<file path="src/rtl/axi2per_res_pkg.sv">
// axi2per_res_pkg: shared types and constants for the axi2per response generator.
//   meta_t      - per-beat metadata view of the metadata FIFO head
//   res_state_e - output-stage state encoding
//   RESP_*      - AXI response codes
// ID/user fields in meta_t are sized to upper bounds; the top only stores the
// configured widths in its FIFO and zero-extends into this view.
package axi2per_res_pkg;

  localparam logic [1:0] RESP_OKAY   = 2'b00;
  localparam logic [1:0] RESP_SLVERR = 2'b10;

  localparam int unsigned META_ID_W   = 8;
  localparam int unsigned META_USER_W = 16;

  typedef struct packed {
    logic                   we;
    logic                   last;
    logic [META_ID_W-1:0]   id;
    logic [META_USER_W-1:0] user;
    logic                   lane;
  } meta_t;

  typedef enum logic [1:0] {
    ST_IDLE   = 2'd0,
    ST_SEND_R = 2'd1,
    ST_SEND_B = 2'd2
  } res_state_e;

endpackage

</file>
<file path="src/rtl/axi2per_res_fifo.sv">
// axi2per_res_fifo: synchronous FIFO with registered occupancy.
//   clk_i/rst_ni    - clock, asynchronous active-low reset
//   push_i/data_i   - write side; accepted when not full, or full with a pop
//   pop_i/data_o    - read side; data_o shows the head, pop ignored when empty
//   full_o/empty_o  - derived from the registered count
//   count_o         - number of stored entries
module axi2per_res_fifo #(
  parameter int unsigned DATA_WIDTH = 32,
  parameter int unsigned DEPTH      = 4
) (
  input  logic                    clk_i,
  input  logic                    rst_ni,
  input  logic                    push_i,
  input  logic [DATA_WIDTH-1:0]   data_i,
  input  logic                    pop_i,
  output logic [DATA_WIDTH-1:0]   data_o,
  output logic                    full_o,
  output logic                    empty_o,
  output logic [$clog2(DEPTH):0]  count_o
);
  import axi2per_res_pkg::*;

  localparam int unsigned PTR_W = $clog2(DEPTH);
  localparam int unsigned CNT_W = PTR_W + 1;
  localparam logic [CNT_W-1:0] DEPTH_C = CNT_W'(DEPTH);

  logic [DATA_WIDTH-1:0] mem_q [DEPTH];
  logic [PTR_W-1:0]      wptr_q, wptr_d, rptr_q, rptr_d;
  logic [CNT_W-1:0]      count_q, count_d;
  logic                  push_en, pop_en;

  assign full_o  = (count_q == DEPTH_C);
  assign empty_o = (count_q == '0);
  assign count_o = count_q;
  assign data_o  = mem_q[rptr_q];

  always_comb begin
    pop_en  = pop_i && !empty_o;
    push_en = push_i && (!full_o || pop_en);
    wptr_d  = wptr_q;
    rptr_d  = rptr_q;
    count_d = count_q;
    if (push_en) wptr_d = wptr_q + PTR_W'(1);
    if (pop_en)  rptr_d = rptr_q + PTR_W'(1);
    if (push_en && !pop_en)      count_d = count_q + CNT_W'(1);
    else if (pop_en && !push_en) count_d = count_q - CNT_W'(1);
  end

  always_ff @(posedge clk_i or negedge rst_ni) begin
    if (!rst_ni) begin
      wptr_q  <= '0;
      rptr_q  <= '0;
      count_q <= '0;
    end else begin
      wptr_q  <= wptr_d;
      rptr_q  <= rptr_d;
      count_q <= count_d;
    end
  end

  always_ff @(posedge clk_i or negedge rst_ni) begin
    if (!rst_ni) begin
      for (int unsigned i = 0; i < DEPTH; i++) mem_q[i] <= '0;
    end else if (push_en) begin
      mem_q[wptr_q] <= data_i;
    end
  end

endmodule

</file>
<file path="src/rtl/axi2per_res_gen.sv">
// axi2per_res_gen: turns in-order 32-bit peripheral responses into AXI R/B beats.
//   trans_*            - request channel announces each issued peripheral beat
//   res_space_o        - metadata slot free; request channel may issue
//   per_master_r_*     - peripheral responses (no backpressure)
//   axi_slave_r_*/b_*  - AXI read-data and write-response channels
// Optional macro AXI2PER_RES_LANE_SEL_EN: R data placed in lane add[2] with the
// other lane zero; otherwise the word is replicated and add[2] is not stored.
// AXI_ID_WIDTH <= 8 and AXI_USER_WIDTH <= 16 (bounds of the package meta view).
module axi2per_res_gen #(
  parameter int unsigned AXI_ADDR_WIDTH = 32,
  parameter int unsigned AXI_DATA_WIDTH = 64,
  parameter int unsigned AXI_ID_WIDTH   = 3,
  parameter int unsigned AXI_USER_WIDTH = 6,
  parameter int unsigned FIFO_DEPTH     = 4
) (
  input  logic                      clk_i,
  input  logic                      rst_ni,
  input  logic                      per_master_r_valid_i,
  input  logic                      per_master_r_opc_i,
  input  logic [31:0]               per_master_r_rdata_i,
  input  logic                      trans_req_i,
  input  logic                      trans_we_i,
  input  logic                      trans_last_i,
  input  logic [AXI_ID_WIDTH-1:0]   trans_id_i,
  input  logic [AXI_USER_WIDTH-1:0] trans_user_i,
  input  logic [AXI_ADDR_WIDTH-1:0] trans_add_i,
  output logic                      res_space_o,
  output logic                      axi_slave_r_valid_o,
  output logic [AXI_DATA_WIDTH-1:0] axi_slave_r_data_o,
  output logic [1:0]                axi_slave_r_resp_o,
  output logic                      axi_slave_r_last_o,
  output logic [AXI_ID_WIDTH-1:0]   axi_slave_r_id_o,
  output logic [AXI_USER_WIDTH-1:0] axi_slave_r_user_o,
  input  logic                      axi_slave_r_ready_i,
  output logic                      axi_slave_b_valid_o,
  output logic [1:0]                axi_slave_b_resp_o,
  output logic [AXI_ID_WIDTH-1:0]   axi_slave_b_id_o,
  output logic [AXI_USER_WIDTH-1:0] axi_slave_b_user_o,
  input  logic                      axi_slave_b_ready_i
);
  import axi2per_res_pkg::*;

`ifdef AXI2PER_RES_LANE_SEL_EN
  localparam int unsigned LANE_W = 1;
`else
  localparam int unsigned LANE_W = 0;
`endif
  localparam int unsigned META_W = 2 + AXI_ID_WIDTH + AXI_USER_WIDTH + LANE_W;
  localparam int unsigned CNT_W  = $clog2(FIFO_DEPTH) + 1;

  logic [META_W-1:0] meta_wdata, meta_rdata;
  logic              meta_push, meta_full, meta_empty;
  logic [CNT_W-1:0]  meta_count;
  logic [32:0]       resp_wdata, resp_rdata;
  logic              resp_push, resp_full, resp_empty;
  logic [CNT_W-1:0]  resp_count;
  logic              pair_pop, heads_valid, slot_free;
  meta_t             head;

  res_state_e                state_q, state_d;
  logic                      err_q, err_d;
  logic [AXI_DATA_WIDTH-1:0] r_data_q, r_data_d;
  logic [1:0]                r_resp_q, r_resp_d, b_resp_q, b_resp_d;
  logic                      r_last_q, r_last_d;
  logic [AXI_ID_WIDTH-1:0]   r_id_q, r_id_d, b_id_q, b_id_d;
  logic [AXI_USER_WIDTH-1:0] r_user_q, r_user_d, b_user_q, b_user_d;

  // Only the registered count gates issue: a slot freed this cycle is visible next cycle.
  assign res_space_o = (meta_count < CNT_W'(FIFO_DEPTH));
  assign meta_push   = trans_req_i && res_space_o;
  assign resp_push   = per_master_r_valid_i && !meta_empty;
  assign resp_wdata  = {per_master_r_opc_i, per_master_r_rdata_i};

  always_comb begin
`ifdef AXI2PER_RES_LANE_SEL_EN
    meta_wdata = {trans_we_i, trans_last_i, trans_id_i, trans_user_i, trans_add_i[2]};
`else
    meta_wdata = {trans_we_i, trans_last_i, trans_id_i, trans_user_i};
`endif
  end

  axi2per_res_fifo #(.DATA_WIDTH(META_W), .DEPTH(FIFO_DEPTH)) u_meta_fifo (
    .clk_i, .rst_ni, .push_i(meta_push), .data_i(meta_wdata), .pop_i(pair_pop),
    .data_o(meta_rdata), .full_o(meta_full), .empty_o(meta_empty), .count_o(meta_count)
  );

  axi2per_res_fifo #(.DATA_WIDTH(33), .DEPTH(FIFO_DEPTH)) u_resp_fifo (
    .clk_i, .rst_ni, .push_i(resp_push), .data_i(resp_wdata), .pop_i(pair_pop),
    .data_o(resp_rdata), .full_o(resp_full), .empty_o(resp_empty), .count_o(resp_count)
  );

  always_comb begin
    head      = '0;
    head.we   = meta_rdata[META_W-1];
    head.last = meta_rdata[META_W-2];
    head.id   = META_ID_W'(meta_rdata[LANE_W+AXI_USER_WIDTH +: AXI_ID_WIDTH]);
    head.user = META_USER_W'(meta_rdata[LANE_W +: AXI_USER_WIDTH]);
`ifdef AXI2PER_RES_LANE_SEL_EN
    head.lane = meta_rdata[0];
`endif
  end

  // Next state: the output register can be (re)loaded whenever it is empty or
  // its beat is being accepted, which gives back-to-back beats.
  always_comb begin
    state_d  = state_q;
    err_d    = err_q;
    r_data_d = r_data_q;
    r_resp_d = r_resp_q;
    r_last_d = r_last_q;
    r_id_d   = r_id_q;
    r_user_d = r_user_q;
    b_resp_d = b_resp_q;
    b_id_d   = b_id_q;
    b_user_d = b_user_q;
    heads_valid = !meta_empty && !resp_empty;
    case (state_q)
      ST_SEND_R: slot_free = axi_slave_r_ready_i;
      ST_SEND_B: slot_free = axi_slave_b_ready_i;
      default:   slot_free = 1'b1;
    endcase
    pair_pop = slot_free && heads_valid;
    if (slot_free) state_d = ST_IDLE;
    if (pair_pop) begin
      if (!head.we) begin
        state_d = ST_SEND_R;
`ifdef AXI2PER_RES_LANE_SEL_EN
        r_data_d = head.lane ? {resp_rdata[31:0], 32'h0} : {32'h0, resp_rdata[31:0]};
`else
        r_data_d = {resp_rdata[31:0], resp_rdata[31:0]};
`endif
        r_resp_d = resp_rdata[32] ? RESP_SLVERR : RESP_OKAY;
        r_last_d = head.last;
        r_id_d   = head.id[AXI_ID_WIDTH-1:0];
        r_user_d = head.user[AXI_USER_WIDTH-1:0];
      end else if (!head.last) begin
        err_d = err_q | resp_rdata[32];
      end else begin
        state_d  = ST_SEND_B;
        b_resp_d = (err_q | resp_rdata[32]) ? RESP_SLVERR : RESP_OKAY;
        b_id_d   = head.id[AXI_ID_WIDTH-1:0];
        b_user_d = head.user[AXI_USER_WIDTH-1:0];
        err_d    = 1'b0;
      end
    end
  end

  always_ff @(posedge clk_i or negedge rst_ni) begin
    if (!rst_ni) begin
      state_q  <= ST_IDLE;
      err_q    <= 1'b0;
      r_data_q <= '0;
      r_resp_q <= '0;
      r_last_q <= 1'b0;
      r_id_q   <= '0;
      r_user_q <= '0;
      b_resp_q <= '0;
      b_id_q   <= '0;
      b_user_q <= '0;
    end else begin
      state_q  <= state_d;
      err_q    <= err_d;
      r_data_q <= r_data_d;
      r_resp_q <= r_resp_d;
      r_last_q <= r_last_d;
      r_id_q   <= r_id_d;
      r_user_q <= r_user_d;
      b_resp_q <= b_resp_d;
      b_id_q   <= b_id_d;
      b_user_q <= b_user_d;
    end
  end

  always_comb begin
    axi_slave_r_valid_o = (state_q == ST_SEND_R);
    axi_slave_b_valid_o = (state_q == ST_SEND_B);
  end

  assign axi_slave_r_data_o = r_data_q;
  assign axi_slave_r_resp_o = r_resp_q;
  assign axi_slave_r_last_o = r_last_q;
  assign axi_slave_r_id_o   = r_id_q;
  assign axi_slave_r_user_o = r_user_q;
  assign axi_slave_b_resp_o = b_resp_q;
  assign axi_slave_b_id_o   = b_id_q;
  assign axi_slave_b_user_o = b_user_q;

  logic unused_sigs;
  assign unused_sigs = ^{trans_add_i, head, meta_full, resp_full, resp_count};

`ifndef SYNTHESIS
  a_meta_no_overflow: assert property (@(posedge clk_i) disable iff (!rst_ni)
    trans_req_i |-> res_space_o);
  a_resp_has_meta: assert property (@(posedge clk_i) disable iff (!rst_ni)
    per_master_r_valid_i |-> !meta_empty);
`endif

endmodule
</file>
<file path="config.mk">
export PLATFORM = sky130hd
export DESIGN_NAME = axi2per_res_gen
export DESIGN_NICKNAME = d
export VERILOG_FILES = /design/src/rtl/axi2per_res_pkg.sv /design/src/rtl/axi2per_res_fifo.sv /design/src/rtl/axi2per_res_gen.sv
export SDC_FILE = /design/constraint.sdc
export NUM_CORES = 1
export LEC_CHECK = 0
export CAP_MARGIN = 20
export CORE_ASPECT_RATIO = 2
export CORE_MARGIN = 1
export CORE_UTILIZATION = 49
export DETAILED_ROUTE_END_ITERATION = 10
export GPL_ROUTABILITY_DRIVEN = 0
export GPL_TIMING_DRIVEN = 0
export PLACE_DENSITY = 0.82
export SETUP_SLACK_MARGIN = 0.5
export SYNTH_ARGS = -nofsm -noshare
export SYNTH_HDL_FRONTEND = slang
export SYNTH_SLANG_ARGS = --single-unit
</file>
<file path="constraint.sdc">
create_clock -name clk_i -period 2.5 [get_ports clk_i]
set_input_delay 0.5 -clock clk_i [delete_from_list [all_inputs] [get_ports clk_i]]
set_output_delay 0.5 -clock clk_i [all_outputs]
set_load 0.01 [all_outputs]
</file>
==> reports/results.txt, run 1 <==
Status - finished with violations
Failing checks - negative hold slack
Post-synth EDFFs - 0
Post-synth top area share - 0.567
Pwr dens - 1590 nW/um^2
Worst-path cell chain - inv_2 -> ha_4 -> a221oi_4 -> nor3_4 -> inv_2 -> buf_6 -> buf_6 -> nor2_4 -> buf_12 -> buf_12 -> buf_12 -> mux2_4
Critical-path top delay cell - dfrtp_2
Crit Path Max Fanout - 6
Max-cap violations - 0
Total CTS buffers - 22
Final hold viol count - 18
Setup crit end kind - register
Net count, final - 972
Total track usage - 0.206
Slew headroom - 0.506
Die Area - 22800 sq um
Post-synthesis cell count - 658
Synth cell types - 31
Initial core utilization - 0.501
Final setup vio count - 0
Row cnt - 76
Number of synthesized register bits - 246
Fmax - 0.416 GHz
Largest net degree at the start of global routing - 93
Clk slew on worst S/H paths - 0.07 ns
CTS tree - done
Antenna-violating nets left - 0
CTS root buffer - clkbuf_16
RSZ-0062 raised after global routing - yes
DR pass1 iterations - 4
LEAKAGE - 6.84 nW
Clk sinks - 246
First-pass GRT wire length - 36.0 mm
FILL cells - 1509
DR iter-0 viols - 149
Synth top area cells - dfrtp_1, mux2_2, mux4_2, buf_4, mux2_4
Max-slew violation count - 0
Clock Latency Late Sink - 0.50 ns
Crit start category - register
Slowest Stage Delay on Critical Path - 0.42 ns
Synth Area in Compound Gates - 0.00760
Placed wire-length estimate - 14.7 mm
Core footprint - 21700 sq um
Adder-Cell Fraction of Synth Area - 0.0175
Final Cycle Share - 0.961
GR Overflow Total - 0
Cell Area, Synth - 10900 sq um
XOR/XNOR share of the synthesized area - 0.00968
Drt total wl - 23.2 mm
CTS HTree Levels - 1
Peak supply drop - 0.00126 V
Fin Hold WS - -0.0136 ns
Port Buffers - 137
Vias/cell - 5.31
Ys flop type - dfrtp_1
Die extent in y - 213 microns
Synthesis Warnings - 0
Util after Layout - 0.670
Post-synthesis simple-gate area fraction - 0.0111
Slew @ Worst Pin - 0.741 ns
Post-synth top cells - dfrtp_1, mux2_2, mux4_2
Die Wd - 107 microns
Post-synthesis mux area share - 0.335
Register area share after synthesis - 0.567
Via Count - 6182
Cell mode on critical path - buf_12
Critical Path RT - 2.88 ns
Async SR Flop Fraction - 1.00
Worst EP arrival - 2.78 ns
Setup CP Type - reg2reg
Largest family of logic cells by synthesized area - multiplexers
Placed cell areas - 12800 sq um
Post-Layout Inst Area - 14500 sq um
Synth Area per Inst - 16.5 sq um
Initial antenna violation count - 1
Layout area overhead - 33.8%
IO Count - 172
Synth area leader - dfrtp_1
Multi-input logic area - 4540 sq um
CTS max path bufs - 3
Reg area - 6160 sq um
Layout cell share with drive strength beyond 1 - 0.504
Worst Skew - 0.00984 ns
Post-CTS Hold Fix Bufs - 0
Hold WC Path Type - in2async
DR WL/cell - 20.0 microns
Post-layout min period - 2.40 ns
Drt drc - 0
Most frequent cell after synthesis - dfrtp_1
Vias in the first global route - 6769
[sequential cells by signal, summed over array words and instances (netlist names), 2 cells and up]
register and cells:
u_meta_fifo.wptr_q 2, axi_slave_b_user_o 6, axi_slave_r_user_o 6, u_resp_fifo.rptr_q 2, axi_slave_r_data_o 32, state_q 2
axi_slave_r_id_o 3, u_resp_fifo.count_o 3, u_resp_fifo.wptr_q 2, u_meta_fifo.rptr_q 2, u_meta_fifo.count_o 3, u_resp_fifo.mem_q 132
axi_slave_b_id_o 3, u_meta_fifo.mem_q 44
[routing by layer]
metal	routed length, microns	up-vias	GRT usage
met1	8640	3248	0.240
met3	872	35	0.0267
li1	-	2762	-
met5	0	-	0
met4	583	0	0.0538
met2	13200	137	0.391
[area by class of cell]
cell class,count,area share
clock inverters,7,0.00603
diodes,1,0.000172
clock buffers,32,0.0454
flip-flops and latches,246,0.424
multi-input cells,334,0.312
inverters,13,0.00336
repair buffers,193,0.145
well taps,273,0.0235
plain buffers,66,0.0406
[path summary, 6_finish.rpt]
check                                      start               endpoint  slack, ns  depth (start not counted)
max in group asynchronous                 rst_ni  u_resp_fifo.mem_q[39]       1.30                          3
max reg2reg                           state_q[0]    axi_slave_r_id_o[1]        0.1                         12
min reg2reg                u_resp_fifo.mem_q[60]  u_resp_fifo.mem_q[60]       0.50                          1
min                                       rst_ni  u_resp_fifo.mem_q[58]      -0.01                          1
min in group clk_i         u_resp_fifo.mem_q[60]  u_resp_fifo.mem_q[60]       0.50                          1
max                                   state_q[0]    axi_slave_r_id_o[1]        0.1                         12
[placed cells by master (no fill, tap or decap), drive strengths merged]
master,synthesis,routed
xnor2,9,9
nor3,3,3
nor2b,1,1
fa,2,2
dlymetal6s2s,0,35
xor2,3,3
nor2,5,5
clkdlybuf4s50,0,99
a221oi,1,1
diode,0,1
ha,12,12
clkbuf,10,43
mux2,230,230
mux2i,1,1
nand2,14,14
dlygate4sd2,0,2
clkinvlp,0,1
a311oi,1,1
inv,13,13
o21ai,2,2
nand3,1,1
buf,56,112
a31oi,2,2
dfrtp,246,246
mux4,44,44
conb,1,2
bufinv,0,2
clkinv,0,4
a21o,1,1
[worst max-delay path, delay by kind of cell (launching register included)]
family / cells / cell delay (ns)
buf+inv: 7 / 0.82
compound gates: 1 / 0.05
mux: 1 / 0.31
flops: 1 / 0.42
simple gates: 2 / 0.41
fa+ha+maj: 1 / 0.27
[logic make-up after synthesis]
logic type / count (synthesis)
compound gates: 7
xor+xnor: 12
fa+ha+maj: 14
buf+inv: 79
flops: 246
mux: 275
other cells: 1
simple gates: 24
[repair_timing]
item | CTS | global route
buffers inserted | 23 | 26
pin swaps | 11 | 7
cloned | 4 | 1
gates resized for setup | 43 | 103
setup endpoints to repair | 223 | 270
[report_power, final]
group          internal (mW)  switching [mW]  total (mW)
Combinational           7.95            4.31        12.3
Sequential              6.10            1.20        7.30
Clock                   2.04            1.45        3.49
Total                   16.1            6.96        23.1
[per-stage QoR]
stage,std cells,TNS [ns],worst slack (ns),total power [mW]
finish,1165,0,0.0974,23.1
global placement,1069,-2352.54,-9.49,16.5
floorplan,659,0,0.186,13.7
CTS,1137,0,0.125,21.9
global route,1165,0,0.00815,24.3
detailed placement,1071,-32.08,-0.457,16.8
Note: power is estimated with default switching activity, not from simulation.
==> run 2, diff against run 1 <==
--- a/config.mk
+++ b/config.mk
@@ -17,3 +17,4 @@
 export SYNTH_ARGS = -nofsm -noshare
 export SYNTH_HDL_FRONTEND = slang
 export SYNTH_SLANG_ARGS = --single-unit
+export TNS_END_PERCENT = 1
==> reports/results.txt, run 2 (synthesis results as in run 1) <==
Status - finished, final reports clean
Total track usage - 0.196 (-0.00973)
IO Count - 172 (unchanged)
GR Overflow Total - 0 (unchanged)
Max-slew violation count - 0 (unchanged)
First-pass GRT wire length - 34.2 mm (-5.0%)
FF-to-FF setup slack - 0.18 ns (+0.09 ns)
DR pass1 iterations - 4 (unchanged)
Inst Count DP - 1071 (unchanged)
Crit start category - register
Max-cap violations - 0 (unchanged)
CTS HTree Levels - 1 (unchanged)
Worst Skew - 0.00797 ns (-0.00187 ns)
Total CTS buffers - 22 (unchanged)
Die Area - 22800 sq um (unchanged)
RSZ-0062 raised after global routing - yes
Setup crit end kind - register
Slew @ Worst Pin - 0.733 ns (-0.00825 ns)
Drt total wl - 21.0 mm (-9.7%)
Placed wire-length estimate - 14.3 mm (-2.9%)
Initial antenna violation count - 0 (-1)
Most frequent cells in the layout - dfrtp_1, mux2_2, clkdlybuf4s50_1, buf_4, mux4_2
Largest net degree at the start of global routing - 126 (+35%)
Multi-input logic area - 4200 sq um (-7.6%)
Via Count - 5958 (-3.6%)
DR WL/cell - 18.7 microns (-6.4%)
Layout cell share with drive strength beyond 1 - 0.465 (-0.0386)
Final setup vio count - 0 (unchanged)
Max FFs per register - 132 (unchanged)
Die extent in y - 213 microns (unchanged)
Antenna-violating nets left - 0 (unchanged)
Vias/cell - 5.30 (-0.11%)
Slew headroom - 0.511 (+0.00550)
Core footprint - 21700 sq um (unchanged)
Reg area - 6160 sq um (unchanged)
Worst EP arrival - 2.75 ns (-0.03 ns)
Crit Path Max Fanout - 3 (-3)
FILL cells - 1633 (+8.2%)
Biggest register - u_resp_fifo.mem_q
Worst r2r src - state_q[0]
Die Wd - 107 microns (unchanged)
Tot Pwr - 20.3 mW (-12%)
Fmax - 0.432 GHz (+3.7%)
Critical Path RT - 2.93 ns (+0.05 ns)
Drt drc - 0 (unchanged)
Post-CTS Hold Fix Bufs - 0 (unchanged)
Reg-to-reg endpoint - u_resp_fifo.count_o[2]
Layout area overhead - 24.9%
Initial core utilization - 0.501 (unchanged)
DR iter-0 viols - 121 (-19%)
Register-to-Register Path Depth - 11 (-1)
Setup CP Type - reg2reg
Final hold viol count - 0 (-18)
Vias in the first global route - 6461 (-4.6%)
CTS root buffer - clkbuf_16
Hold WC Path Type - in2async
Net count, final - 931 (-4.2%)
Clk sinks - 246 (unchanged)
Peak supply drop - 0.00108 V (-14%)
CTS max path bufs - 3 (unchanged)
Cell Count, Final, Fillers Out - 1124 (-3.5%)
LEAKAGE - 5.86 nW (-14%)
Clock Latency Late Sink - 0.50 ns (about the same)
Row cnt - 76 (unchanged)
Ant diodes - 0 (-1)
Commonest non-fill, non-tap cell in the layout - dfrtp_1
Final Cycle Share - 0.926 (-0.0346)
Port Buffers - 137 (unchanged)
Clk slew on worst S/H paths - 0.07 ns (about the same)
Pwr dens - 1500 nW/um^2 (-5.7%)
Post-layout min period - 2.32 ns (-0.0865 ns)
CTS tree - done
[run 2: worst max-delay path: stages, from the launching register on]
cell      delay (ns)
dfrtp_2         0.43
inv_2           0.06
ha_4            0.26
a221oi_4        0.03
buf_6           0.14
a311oi_4        0.27
ha_2            0.23
inv_1           0.05
fa_2            0.33
xor2_1          0.16
nor2_1          0.12
xor2_1          0.16
[run 2: metal layers]
metal	GRT usage	wire, microns
met1	0.227	7970
met2	0.371	11900
met3	0.0273	717
met4	0.0562	363
met5	0	0
[run 2: layout make-up]
cell class                      count  share of cell area
Buffer                             66              0.0382
Clock buffer                       30              0.0481
Clock inverter                     10             0.00784
Inverter                           13             0.00360
Multi-Input combinational cell    334               0.309
Sequential cell                   246               0.454
Tap cell                          273              0.0252
Timing Repair Buffer              152               0.114
[run 2: power by group]
part           total (mW)  switching (mW)  internal (mW)
logic                9.59            3.53           6.05
registers            7.23            1.14           6.10
clock network        3.48            1.44           2.04
[run 2: worst max path at each step]
stage,start,to,cells past startpoint
after global routing,state_q[0],u_resp_fifo.count_o[2],11
final,state_q[0],u_resp_fifo.count_o[2],11
after detailed placement,axi_slave_b_ready_i,u_meta_fifo.count_o[1],8
after floorplan,state_q[0],u_meta_fifo.count_o[2],11
after global placement,rst_ni,u_resp_fifo.mem_q[107],1
after CTS,state_q[0],u_resp_fifo.count_o[2],11
[run 2: repair_timing]
| item | CTS | global route |
|---|---|---|
| buffers inserted | 10 | 3 |
| pin swaps | 8 | 4 |
| endpoints found under the setup margin | 266 | 270 |
| resized for setup | 6 | 0 |
[run 2: stage by stage]
step	cell area [sq um]	TNS (ns)	hold WS, ns	utilization	setup slack (ns)
after floorplan	10900	0	0.204	-	0.186
after global placement	12600	-2337.12	0.481	0.581	-9.43
after detailed placement	12700	-28.87	0.488	0.584	-0.394
after CTS	13500	0	0.0749	0.625	0.198
after global routing	13600	0	0.106	0.626	0.0935
final	13600	0	0.0249	0.626	0.184
